**src/rtl/rtc_pkg.sv**
```systemverilog
// rtc_pkg: register map, command bit positions, FSM encoding and BCD increment helper for the 3-wire RTC responder
package rtc_pkg;
  localparam int ADDR_SEC = 0;
  localparam int ADDR_MIN = 1;
  localparam int ADDR_HOUR = 2;
  localparam int ADDR_DATE = 3;
  localparam int ADDR_MONTH = 4;
  localparam int ADDR_DAY = 5;
  localparam int ADDR_YEAR = 6;
  localparam int ADDR_CTRL = 7;
  localparam int CMD_VALID_BIT = 7;
  localparam int CMD_RAM_BIT = 6;
  localparam int WP_BIT = 7;
  localparam int CH_BIT = 7;
  typedef enum logic [2:0] {IDLE, CMD, WDATA, RDATA, DONE} state_t;
  function automatic logic [8:0] bcd_inc(input logic [7:0] val, input logic [7:0] max);
    return val >= max ? 9'h100 : val[3:0] == 4'd9 ? {1'b0, val[7:4] + 4'd1, 4'd0} : {1'b0, val + 8'd1};
  endfunction
endpackage

```
**src/rtl/rtc_pin_sync.sv**
```systemverilog
// rtc_pin_sync: multi-flop input synchronizer with one-flop rise/fall pulse detection
module rtc_pin_sync #(
  parameter int STAGES = 2
) (
  input  logic clk,
  input  logic rst,
  input  logic d,
  output logic q,
  output logic rise,
  output logic fall
);
  logic [STAGES-1:0] sync;
  logic prev;
  always_ff @(posedge clk)
    if (rst) begin
      sync <= '0;
      prev <= 1'b0;
    end else begin
      sync <= {sync[STAGES-2:0], d};
      prev <= sync[STAGES-1];
    end
  assign q = sync[STAGES-1];
  assign rise = q & ~prev;
  assign fall = ~q & prev;
endmodule

```
**src/rtl/rtc_3wire_responder.sv**
```systemverilog
// rtc_3wire_responder: DS1302-style 3-wire RTC bus slave with 8x8 clock register file; define RTC_TICK_EN for the seconds prescaler
module rtc_3wire_responder
  import rtc_pkg::*;
#(
  parameter int SYNC_STAGES = 2,
  parameter int TICK_CYCLES = 50_000_000
) (
  input  logic        clk,
  input  logic        rst,
  input  logic        rtc_rst,
  input  logic        rtc_sclk,
  input  logic        sio_in,
  output logic        sio_out,
  output logic        sio_oe,
  output logic [23:0] rtc_time
);
  state_t state, state_n;
  logic ce_s, ce_rise, ce_fall, sclk_s, sclk_rise, sclk_fall, sio_s, sio_rise, sio_fall;
  logic [2:0] bit_cnt, addr;
  logic [6:0] sh;
  logic [7:0] rx, out_sr;
  logic [7:0] regs [8];
  logic cmd_ok, last_rise, wr_en;
  logic unused_ok;
  rtc_pin_sync #(.STAGES(SYNC_STAGES)) u_ce (.clk(clk), .rst(rst), .d(rtc_rst), .q(ce_s), .rise(ce_rise), .fall(ce_fall));
  rtc_pin_sync #(.STAGES(SYNC_STAGES)) u_sclk (.clk(clk), .rst(rst), .d(rtc_sclk), .q(sclk_s), .rise(sclk_rise), .fall(sclk_fall));
  rtc_pin_sync #(.STAGES(SYNC_STAGES)) u_sio (.clk(clk), .rst(rst), .d(sio_in), .q(sio_s), .rise(sio_rise), .fall(sio_fall));
  assign unused_ok = ^{ce_fall, sclk_s, sio_rise, sio_fall};
  assign rx = {sio_s, sh};
  assign cmd_ok = rx[CMD_VALID_BIT] && !rx[CMD_RAM_BIT] && rx[5:4] == 2'b00;
  assign last_rise = sclk_rise && bit_cnt == 3'd7;
  assign wr_en = state == WDATA && ce_s && last_rise && (addr == 3'(ADDR_CTRL) || !regs[ADDR_CTRL][WP_BIT]);
  assign rtc_time = {regs[ADDR_HOUR], regs[ADDR_MIN], regs[ADDR_SEC]};
  always_ff @(posedge clk)
    state <= rst ? IDLE : state_n;
  always_comb begin
    state_n = state;
    if (state == IDLE) state_n = ce_rise ? CMD : IDLE;
    else if (!ce_s) state_n = IDLE;
    else if (state == CMD && last_rise) state_n = !cmd_ok ? DONE : rx[0] ? RDATA : WDATA;
    else if (state == WDATA && last_rise) state_n = DONE;
    else if (state == RDATA && sclk_fall && sio_oe && bit_cnt == 3'd0) state_n = DONE;
  end
  always_ff @(posedge clk)
    if (rst) begin
      bit_cnt <= '0;
      addr <= '0;
      sh <= '0;
      out_sr <= '0;
      sio_out <= 1'b0;
      sio_oe <= 1'b0;
    end else if (state == IDLE || state_n == IDLE) begin
      bit_cnt <= '0;
      sio_oe <= 1'b0;
    end else begin
      if (sclk_rise && (state == CMD || state == WDATA)) begin
        sh <= rx[7:1];
        bit_cnt <= bit_cnt + 3'd1;
      end
      if (state == CMD && last_rise) begin
        addr <= rx[3:1];
        out_sr <= regs[rx[3:1]];
      end
      if (state == RDATA && sclk_fall) begin
        sio_oe <= !(sio_oe && bit_cnt == 3'd0);
        sio_out <= out_sr[0];
        out_sr <= {1'b0, out_sr[7:1]};
        bit_cnt <= bit_cnt + 3'd1;
      end
    end
`ifdef RTC_TICK_EN
  localparam int PRE_W = TICK_CYCLES > 1 ? $clog2(TICK_CYCLES) : 1;
  logic [PRE_W-1:0] pre;
  logic wrap, sec_wr, tick, unused_carry;
  logic [8:0] sec_n, min_n, hour_n;
  assign wrap = pre == PRE_W'(TICK_CYCLES - 1);
  assign sec_wr = wr_en && addr == 3'(ADDR_SEC);
  assign tick = wrap && !regs[ADDR_SEC][CH_BIT] && !sec_wr;
  assign sec_n = bcd_inc(regs[ADDR_SEC], 8'h59);
  assign min_n = bcd_inc(regs[ADDR_MIN], 8'h59);
  assign hour_n = bcd_inc({2'b00, regs[ADDR_HOUR][5:0]}, 8'h23);
  assign unused_carry = hour_n[8];
  always_ff @(posedge clk)
    pre <= rst || sec_wr || wrap ? '0 : pre + PRE_W'(1);
`else
  localparam int unused_tick_cycles = TICK_CYCLES;
`endif
  always_ff @(posedge clk)
    if (rst) begin
      for (int i = 0; i < 8; i++)
        regs[i] <= (i == ADDR_DATE || i == ADDR_MONTH || i == ADDR_DAY) ? 8'h01 : 8'h00;
    end else begin
`ifdef RTC_TICK_EN
      if (tick) begin
        regs[ADDR_SEC] <= sec_n[7:0];
        if (sec_n[8]) regs[ADDR_MIN] <= min_n[7:0];
        if (sec_n[8] && min_n[8]) regs[ADDR_HOUR] <= hour_n[7:0];
      end
`endif
      if (wr_en) regs[addr] <= rx;
    end
endmodule

```
**config.mk**
```make
export PLATFORM = sky130hd
export DESIGN_NAME = rtc_3wire_responder
export DESIGN_NICKNAME = d
export VERILOG_FILES = /design/src/rtl/rtc_pkg.sv /design/src/rtl/rtc_pin_sync.sv /design/src/rtl/rtc_3wire_responder.sv
export SDC_FILE = /design/constraint.sdc
export NUM_CORES = 1
export LEC_CHECK = 0
export CORE_ASPECT_RATIO = 0.9
export CORE_MARGIN = 3
export CORE_UTILIZATION = 55
export CTS_BUF_LIST = sky130_fd_sc_hd__clkbuf_8
export CTS_CLUSTER_DIAMETER = 200
export DETAILED_ROUTE_END_ITERATION = 8
export GPL_TIMING_DRIVEN = 0
export PLACE_DENSITY = 0.85
export REMOVE_ABC_BUFFERS = 1
export SYNTH_ARGS = -nofsm -noshare
export SYNTH_HDL_FRONTEND = slang
export SYNTH_SLANG_ARGS = --single-unit
```
**constraint.sdc**
```tcl
create_clock -name clk -period 2.7 [get_ports clk]
set_input_delay 0.54 -clock clk [delete_from_list [all_inputs] [get_ports clk]]
set_output_delay 0.54 -clock clk [all_outputs]
set_load 0.1 [all_outputs]
```
==> impl_results.md, run 1 <==
- Drt via density: 5.875
- Layer carrying the most global-route usage: met2
- Run status: completed
- Worst supply voltage drop on vdd: 0.3519 mV
- Unique masters post-synth: 39
- Average routed wire per standard cell: 19.32 microns
- Final period util: 91.77%
- DRC marker count from the first detailed-route iteration: 207
- Die Span X: 100.2 microns
- Rows: 30
- Capture endpoint of the worst hold path: u_ce.sync[1]$_SDFF_PP0_
- Cell leakage power: 1.781 nW
- Final non-filler cell area: 5034 sq um
- Clock transition time at the flip-flop clock pins of the worst setup and hold paths: 90 ps
- Cell at the root of the clock tree: sky130_fd_sc_hd__clkbuf_8
- Worst clock skew: 15.27 ps
- Most used cells in the layout excluding fill and tap cells: sky130_fd_sc_hd__edfxtp_1, sky130_fd_sc_hd__and2_1, sky130_fd_sc_hd__dfxtp_1
- GR Util All Layers: 20.27%
- Area of placed instances: 4742 sq um
- Area growth from synthesis to final layout: 14.71%
- Boundary Pins: 31
- Clk sink count: 101
- Setup slack of the critical path after layout: 222.2 ps
- HPWL after detailed placement: 5901 microns
- Startpoint of the most critical hold path: u_ce.sync[0]$_SDFF_PP0_
- Final antenna diode count: 0
- Count of antenna-violating nets left after detailed routing: 0
- Met1 global-route usage: 26.07%
- Die Ht: 90.74 microns
- FF-to-FF setup slack: 250 ps
- Count of synthesis-stage warnings from yosys: 0
- Buffer depth of the longest clock path: 2
- Total Die Area: 9087 sq um
- Max-slew violations: 0
- CTS Hold Bufs: 0
- Met2 Use GR: 33.72%
- CTS H-tree depth: 3
- Detailed-router iteration count before antenna repair: 4
- Type of the worst min-delay path: register to register
- Final setup violation count: 0
- Post-route total power: 2.950 mW
- Source-to-sink clock delay at the later pin of the worst-skew pair: 360 ps
- Gp weighted congestion: 0.8592
- Kind of end point of the critical path: register
- Total length of routed wires: 8676 microns
- Largest net degree at the start of global routing: 29
- Final routed DRC violation total: 0
- Reg2Reg Launch Point: bit_cnt[0]$_SDFFE_PP0P_
- Filler instances: 542
- Critical-path maximum fanout: 28
- Kind of start point of the critical path: primary input
- Cell Count Post-Placement: 427
- Actual slew at the worst max-slew pin: 1080 ps
- Starting Density: 57.30%
- Arrival time of the worst setup path: 2530 ps
- Antenna violations before repair: 0
- Number of standard cells in the final layout excluding fillers: 449
- Most common cell after layout, fill and taps aside: sky130_fd_sc_hd__edfxtp_1
- Sequential share of the synthesized area: 60.68%
- Number of maximum-capacitance constraint violations: 0
- Final min period: 2478 ps
- Worst r2r path cells: 7
- Floorplan core area: 7657 sq um
- IO Port Bufs: 30
- CTS tree: done
- Number of flip-flops and latches in the synthesized netlist: 101
- Critical path type: primary input to register
- Total via count after detailed routing: 2,638
- Area of the mapped netlist: 4388 sq um
- Average cell area after synthesis: 13.84 sq um
- Endpoint required time on the critical path: 2750 ps
- Power density cells: 586.1 nW/um^2
- Relative slew margins: 27.91%
- TritonCTS buffer count: 9
- Global routing usage on met3: 4.247%
- Setup repair after global routing missed its margin: false
- Number of global-route vias before repair: 2,752
- Number of hold violations in the final report: 0
- Pre-CTS setup slack: -1061 ps
- Wire length of the first global-routing pass: 14,160 microns
- Depth of the worst hold-timing path: 1
- Terminus of the critical flop-to-flop path: regs[1][6]$_SDFFCE_PN0P_
- Achievable Freq: 403.6 MHz
- Post-Syn Instances: 317
- Layout cells sized above 1: 17.56%
- Net total in the final layout: 356
- Final global-route overflow total: 0
cell families (layout without fill, tap and decap cells):
group                    after synthesis  count (layout)  synth area share (%)
AO/OA/AOI/OAI                         17              17                 3.450
XOR/XNOR                               1               1                0.1996
adder cells (fa/ha/maj)                3               3                0.8555
buffers and inverters                 19              55                 1.768
flip-flops                           101             101                 60.68
multiplexers                          37              37                 13.00
AND/OR/NAND/NOR                      139             139                 20.05
critical path, cell delays in order:
cell,delay (ps)
sky130_fd_sc_hd__dlygate4sd2_1,550
sky130_fd_sc_hd__nor2b_4,330
sky130_fd_sc_hd__nand4_2,280
sky130_fd_sc_hd__nor4_4,470
sky130_fd_sc_hd__or2_2,350
state kept, by name, summed over array words and instances (netlist names), 2 cells and up, named ones only:
register / count
bit_cnt: 3
u_sclk.sync: 2
sh: 7
addr: 3
u_sio.sync: 2
regs: 64
state: 3
out_sr: 8
u_ce.sync: 2
cell type report:
class	instances	area [sq um]	share of cell area [%]
well taps	96	120.1	2.386
repair buffers	36	344.1	6.836
clock inverters	6	67.56	1.342
flip-flops and latches	101	2663	52.90
inverters	3	11.26	0.2237
clock buffers	10	137.6	2.734
multi-input cells	197	1690	33.58
power breakdown:
part           switching [mW]  internal, mW  total [mW]
combinational           0.188        0.0635       0.251
clock                   0.521         0.462       0.983
sequential             0.0273          1.69        1.72
total                   0.736          2.21        2.95
through the flow:
step / hold slack, ps / TNS, ps / utilization (%)
floorplan: 413.8 / 0 / -
global placement: 416.1 / -86210 / 61.93
detailed placement: 422.8 / -93720 / 61.93
CTS: 445.9 / 0 / 65.05
global route: 463.5 / 0 / 65.74
finish: 442.6 / 0 / 65.74
layer usage:
metal,wire (microns),vias to the layer above
li1,-,1223
met1,3481,1309
met2,4483,87
met3,532,19
met4,178,0
met5,0,-
how the worst max path moves through the flow:
stage                                       start  depth (start not counted)                        to  slack, ps
after detailed placement                      rst                          5  regs[1][2]$_SDFFCE_PN0P_      -1060
final                                         rst                          5  regs[1][6]$_SDFFCE_PN0P_        220
after CTS                 bit_cnt[0]$_SDFFE_PP0P_                          6  regs[3][0]$_SDFFCE_PN1P_         90
after global routing                          rst                          5  regs[4][3]$_SDFFCE_PN0P_         50
after floorplan           bit_cnt[0]$_SDFFE_PP0P_                          6  regs[1][0]$_SDFFCE_PN0P_         80
after global placement                        rst                          5  regs[1][2]$_SDFFCE_PN0P_      -1020
Yosys cell counts:
cell / number / area, sq um
sky130_fd_sc_hd__nor2_1: 27 / 101.4
sky130_fd_sc_hd__nand4b_2: 2 / 30.03
sky130_fd_sc_hd__or2_2: 8 / 50.05
sky130_fd_sc_hd__nand2_1: 9 / 33.78
sky130_fd_sc_hd__a21oi_1: 1 / 5.000
sky130_fd_sc_hd__nor3_1: 4 / 20.02
sky130_fd_sc_hd__nand4_2: 1 / 12.51
sky130_fd_sc_hd__mux4_2: 16 / 360.4
sky130_fd_sc_hd__nor4b_1: 2 / 17.52
sky130_fd_sc_hd__mux2i_1: 21 / 210.2
sky130_fd_sc_hd__o21ai_2: 1 / 8.760
sky130_fd_sc_hd__and4bb_2: 1 / 12.51
sky130_fd_sc_hd__nand3_1: 2 / 10.01
sky130_fd_sc_hd__a221o_1: 7 / 70.07
sky130_fd_sc_hd__nor4_2: 2 / 25.02
sky130_fd_sc_hd__o2bb2ai_1: 2 / 17.52
sky130_fd_sc_hd__nor2b_1: 10 / 62.56
sky130_fd_sc_hd__or4_4: 1 / 11.26
sky130_fd_sc_hd__o21ba_2: 1 / 10.01
sky130_fd_sc_hd__edfxtp_1: 64 / 1922
sky130_fd_sc_hd__inv_1: 3 / 11.26
sky130_fd_sc_hd__ha_1: 3 / 37.54
sky130_fd_sc_hd__or4bb_1: 2 / 22.52
sky130_fd_sc_hd__xnor2_1: 1 / 8.760
sky130_fd_sc_hd__clkbuf_1: 10 / 37.54
sky130_fd_sc_hd__dfxtp_1: 37 / 740.7
sky130_fd_sc_hd__o311a_1: 1 / 10.01
sky130_fd_sc_hd__and3_1: 1 / 6.260
sky130_fd_sc_hd__o21ai_0: 1 / 5.000
sky130_fd_sc_hd__and2_1: 59 / 369.1
sky130_fd_sc_hd__nor4bb_1: 2 / 20.02
sky130_fd_sc_hd__a31oi_2: 1 / 12.51
sky130_fd_sc_hd__buf_2: 5 / 25.02
sky130_fd_sc_hd__or3b_2: 1 / 8.760
sky130_fd_sc_hd__a31oi_1: 2 / 12.51
sky130_fd_sc_hd__buf_1: 1 / 3.750
sky130_fd_sc_hd__nor4b_4: 2 / 47.55
sky130_fd_sc_hd__or3_1: 1 / 6.260
sky130_fd_sc_hd__nand4_1: 2 / 12.51
what timing repair did:
action                     in CTS  in global routing
pin swaps                       0                  1
setup buffers                   0                  6
setup endpoints to repair     133                 64
gates resized for setup         6                  2
Note: power is estimated with default switching activity, not from simulation.
==> inputs of run 2 (changes only) <==
--- a/config.mk
+++ b/config.mk
@@ -5,8 +5,6 @@
 export SDC_FILE = /design/constraint.sdc
 export NUM_CORES = 1
 export LEC_CHECK = 0
-export CORE_ASPECT_RATIO = 0.9
-export CORE_MARGIN = 3
 export CORE_UTILIZATION = 55
 export CTS_BUF_LIST = sky130_fd_sc_hd__clkbuf_8
 export CTS_CLUSTER_DIAMETER = 200
@@ -14,6 +12,7 @@
 export GPL_TIMING_DRIVEN = 0
 export PLACE_DENSITY = 0.85
 export REMOVE_ABC_BUFFERS = 1
+export SKIP_CTS_REPAIR_TIMING = 1
 export SYNTH_ARGS = -nofsm -noshare
 export SYNTH_HDL_FRONTEND = slang
 export SYNTH_SLANG_ARGS = --single-unit
==> run 2 against run 1 <==
Clock power increased by 14%. Cell area up 1.8%. Core utilization is 0.57 points higher. Non-clock buffer count up 6. Sequential share of layout area down 0.93 points. Register-to-register slack improved by 60 ps. First-iteration DRC count increased by 11%. Critical endpoint is now rtc_time[17].
==> impl_results.md, run 2 (synthesis gave the netlist of run 1 again) <==
- Buffers & Inverters on Critical Path: 1
- Global routing usage on met3: 4.858%
- Run status: completed
- Boundary Pins: 31
- Most used cells in the layout excluding fill and tap cells: sky130_fd_sc_hd__edfxtp_1, sky130_fd_sc_hd__and2_1, sky130_fd_sc_hd__dfxtp_1
- Source-to-sink clock delay at the later pin of the worst-skew pair: 370 ps
- Final routed DRC violation total: 0
- Pre-CTS setup slack: -1174 ps
- Kind of start point of the critical path: register
- Gp weighted congestion: 0.7981
- Number of standard cells in the final layout excluding fillers: 461
- FF-to-FF setup slack: 310 ps
- CP max-delay cell: sky130_fd_sc_hd__clkdlybuf4s50_1
- Area growth from synthesis to final layout: 16.77%
- Relative slew margins: 25.88%
- Startpoint of the most critical hold path: u_sio.sync[0]$_SDFF_PP0_
- Met1 global-route usage: 28.57%
- Critical path type: register to output pin
- Clk sink count: 101
- Final period util: 91.22%
- Final non-filler cell area: 5124 sq um
- Power density cells: 602.3 nW/um^2
- Worst supply voltage drop on vdd: 0.3273 mV
- Number of maximum-capacitance constraint violations: 0
- Average routed wire per standard cell: 19.69 microns
- Area of placed instances: 4750 sq um
- Die Ht: 91.32 microns
- Kind of end point of the critical path: output pin
- Largest register by flop count: regs
- Floorplan core area: 7727 sq um
- Cell Count Post-Placement: 433
- Post-route core utilization: 66.31%
- Rows: 32
- Reg2Reg Launch Point: bit_cnt[0]$_SDFFE_PP0P_
- CTS tree: done
- Worst r2r path cells: 7
- Layout cells sized above 1: 19.22%
- Starting Density: 56.78%
- Registers with the highest flip-flop counts: regs x64, out_sr x8, sh x7
- Total via count after detailed routing: 2,665
- DRC marker count from the first detailed-route iteration: 230
- Sequence of cells on the critical path: clkdlybuf4s50_1
- Worst path top cell family by delay: buffers and inverters
- Most common cell after layout, fill and taps aside: sky130_fd_sc_hd__edfxtp_1
- Die Span X: 91.32 microns
- Depth of the worst hold-timing path: 1
- Setup repair after global routing missed its margin: false
- Actual slew at the worst max-slew pin: 1110 ps
- Largest net degree at the start of global routing: 29
- Antenna violations before repair: 0
- Drt via density: 5.781
- Final global-route overflow total: 0
- Number of hold violations in the final report: 0
- Final min period: 2463 ps
- Max-slew violations: 0
- Wire length of the first global-routing pass: 14,150 microns
- IO Port Bufs: 30
- Sum of negative setup slack: 0 ps
- TritonCTS buffer count: 9
- Achievable Freq: 406.0 MHz
- Layer carrying the most global-route usage: met2
- Total Die Area: 8339 sq um
- Number of global-route vias before repair: 2,658
- Buffer depth of the longest clock path: 2
- GR Util All Layers: 23.22%
- Critical-path maximum fanout: 2
- Final setup violation count: 0
- Capture endpoint of the worst hold path: u_sio.sync[1]$_SDFF_PP0_
- Max FFs per register: 64
- CTS H-tree depth: 3
- Worst clock skew: 12.32 ps
- Cell at the root of the clock tree: sky130_fd_sc_hd__clkbuf_8
- Terminus of the critical flop-to-flop path: regs[6][1]$_SDFFCE_PN0P_
- Cell leakage power: 1.835 nW
- Type of the worst min-delay path: register to register
- Hold Worst Slack: 441.7 ps
- Post-route total power: 3.086 mW
- Count of antenna-violating nets left after detailed routing: 0
- Setup slack of the critical path after layout: 237.1 ps
- Net total in the final layout: 362
- Detailed-router iteration count before antenna repair: 6
- Final antenna diode count: 0
- Total length of routed wires: 9075 microns
- Met2 Use GR: 38.76%
- Largest stage delay, worst path: 1170 ps
- HPWL after detailed placement: 5766 microns
- Endpoint required time on the critical path: 2160 ps
- Clock transition time at the flip-flop clock pins of the worst setup and hold paths: 90 ps
- Arrival time of the worst setup path: 1920 ps
-- run 2: per-layer routing --
layer | vias to the layer above | wire (microns)
li1 | 1235 | -
met1 | 1306 | 3533
met2 | 110 | 4747
met3 | 14 | 606
met4 | 0 | 187
met5 | - | 0
-- run 2: how the worst max path moves through the flow --
| stage | depth (start not counted) | startpoint | end | slack (ps) |
|---|---|---|---|---|
| 6_report | 1 | regs[2][1]$_SDFFCE_PN0P_ | rtc_time[17] | 240 |
| 3_5_place_dp | 5 | rst | regs[1][4]$_SDFFCE_PN0P_ | -1170 |
| 4_1_cts | 6 | bit_cnt[0]$_SDFFE_PP0P_ | regs[1][5]$_SDFFCE_PN0P_ | -880 |
| 2_1_floorplan | 6 | bit_cnt[0]$_SDFFE_PP0P_ | regs[1][0]$_SDFFCE_PN0P_ | 80 |
| 5_1_grt | 4 | register | out_sr[3]$_SDFFE_PP0P_ | 140 |
| 3_3_place_gp | 5 | rst | regs[1][4]$_SDFFCE_PN0P_ | -1030 |
-- run 2: layout make-up --
| type | count | area (sq um) |
|---|---|---|
| clock buffer | 9 | 123.9 |
| clock inverter | 7 | 115.1 |
| fill | 521 | 2604 |
| inverter | 3 | 11.26 |
| multi-input combinational | 197 | 1690 |
| sequential | 101 | 2663 |
| tap | 102 | 127.6 |
| timing repair buffer | 42 | 392.9 |
-- run 2: report_power, final --
part	internal (mW)	total (mW)	switching, mW
clock	0.612	1.12	0.506
sequential	1.69	1.72	0.0276
combinational	0.0635	0.251	0.188
==> inputs of run 3 (changes only) <==
--- a/config.mk
+++ b/config.mk
@@ -10,6 +10,7 @@
 export CTS_CLUSTER_DIAMETER = 200
 export DETAILED_ROUTE_END_ITERATION = 8
 export GPL_TIMING_DRIVEN = 0
+export HOLD_SLACK_MARGIN = 0.15
 export PLACE_DENSITY = 0.85
 export REMOVE_ABC_BUFFERS = 1
 export SKIP_CTS_REPAIR_TIMING = 1
==> results of run 3 <==
The final DEF is identical to that of run 2; final timing and power are the same.
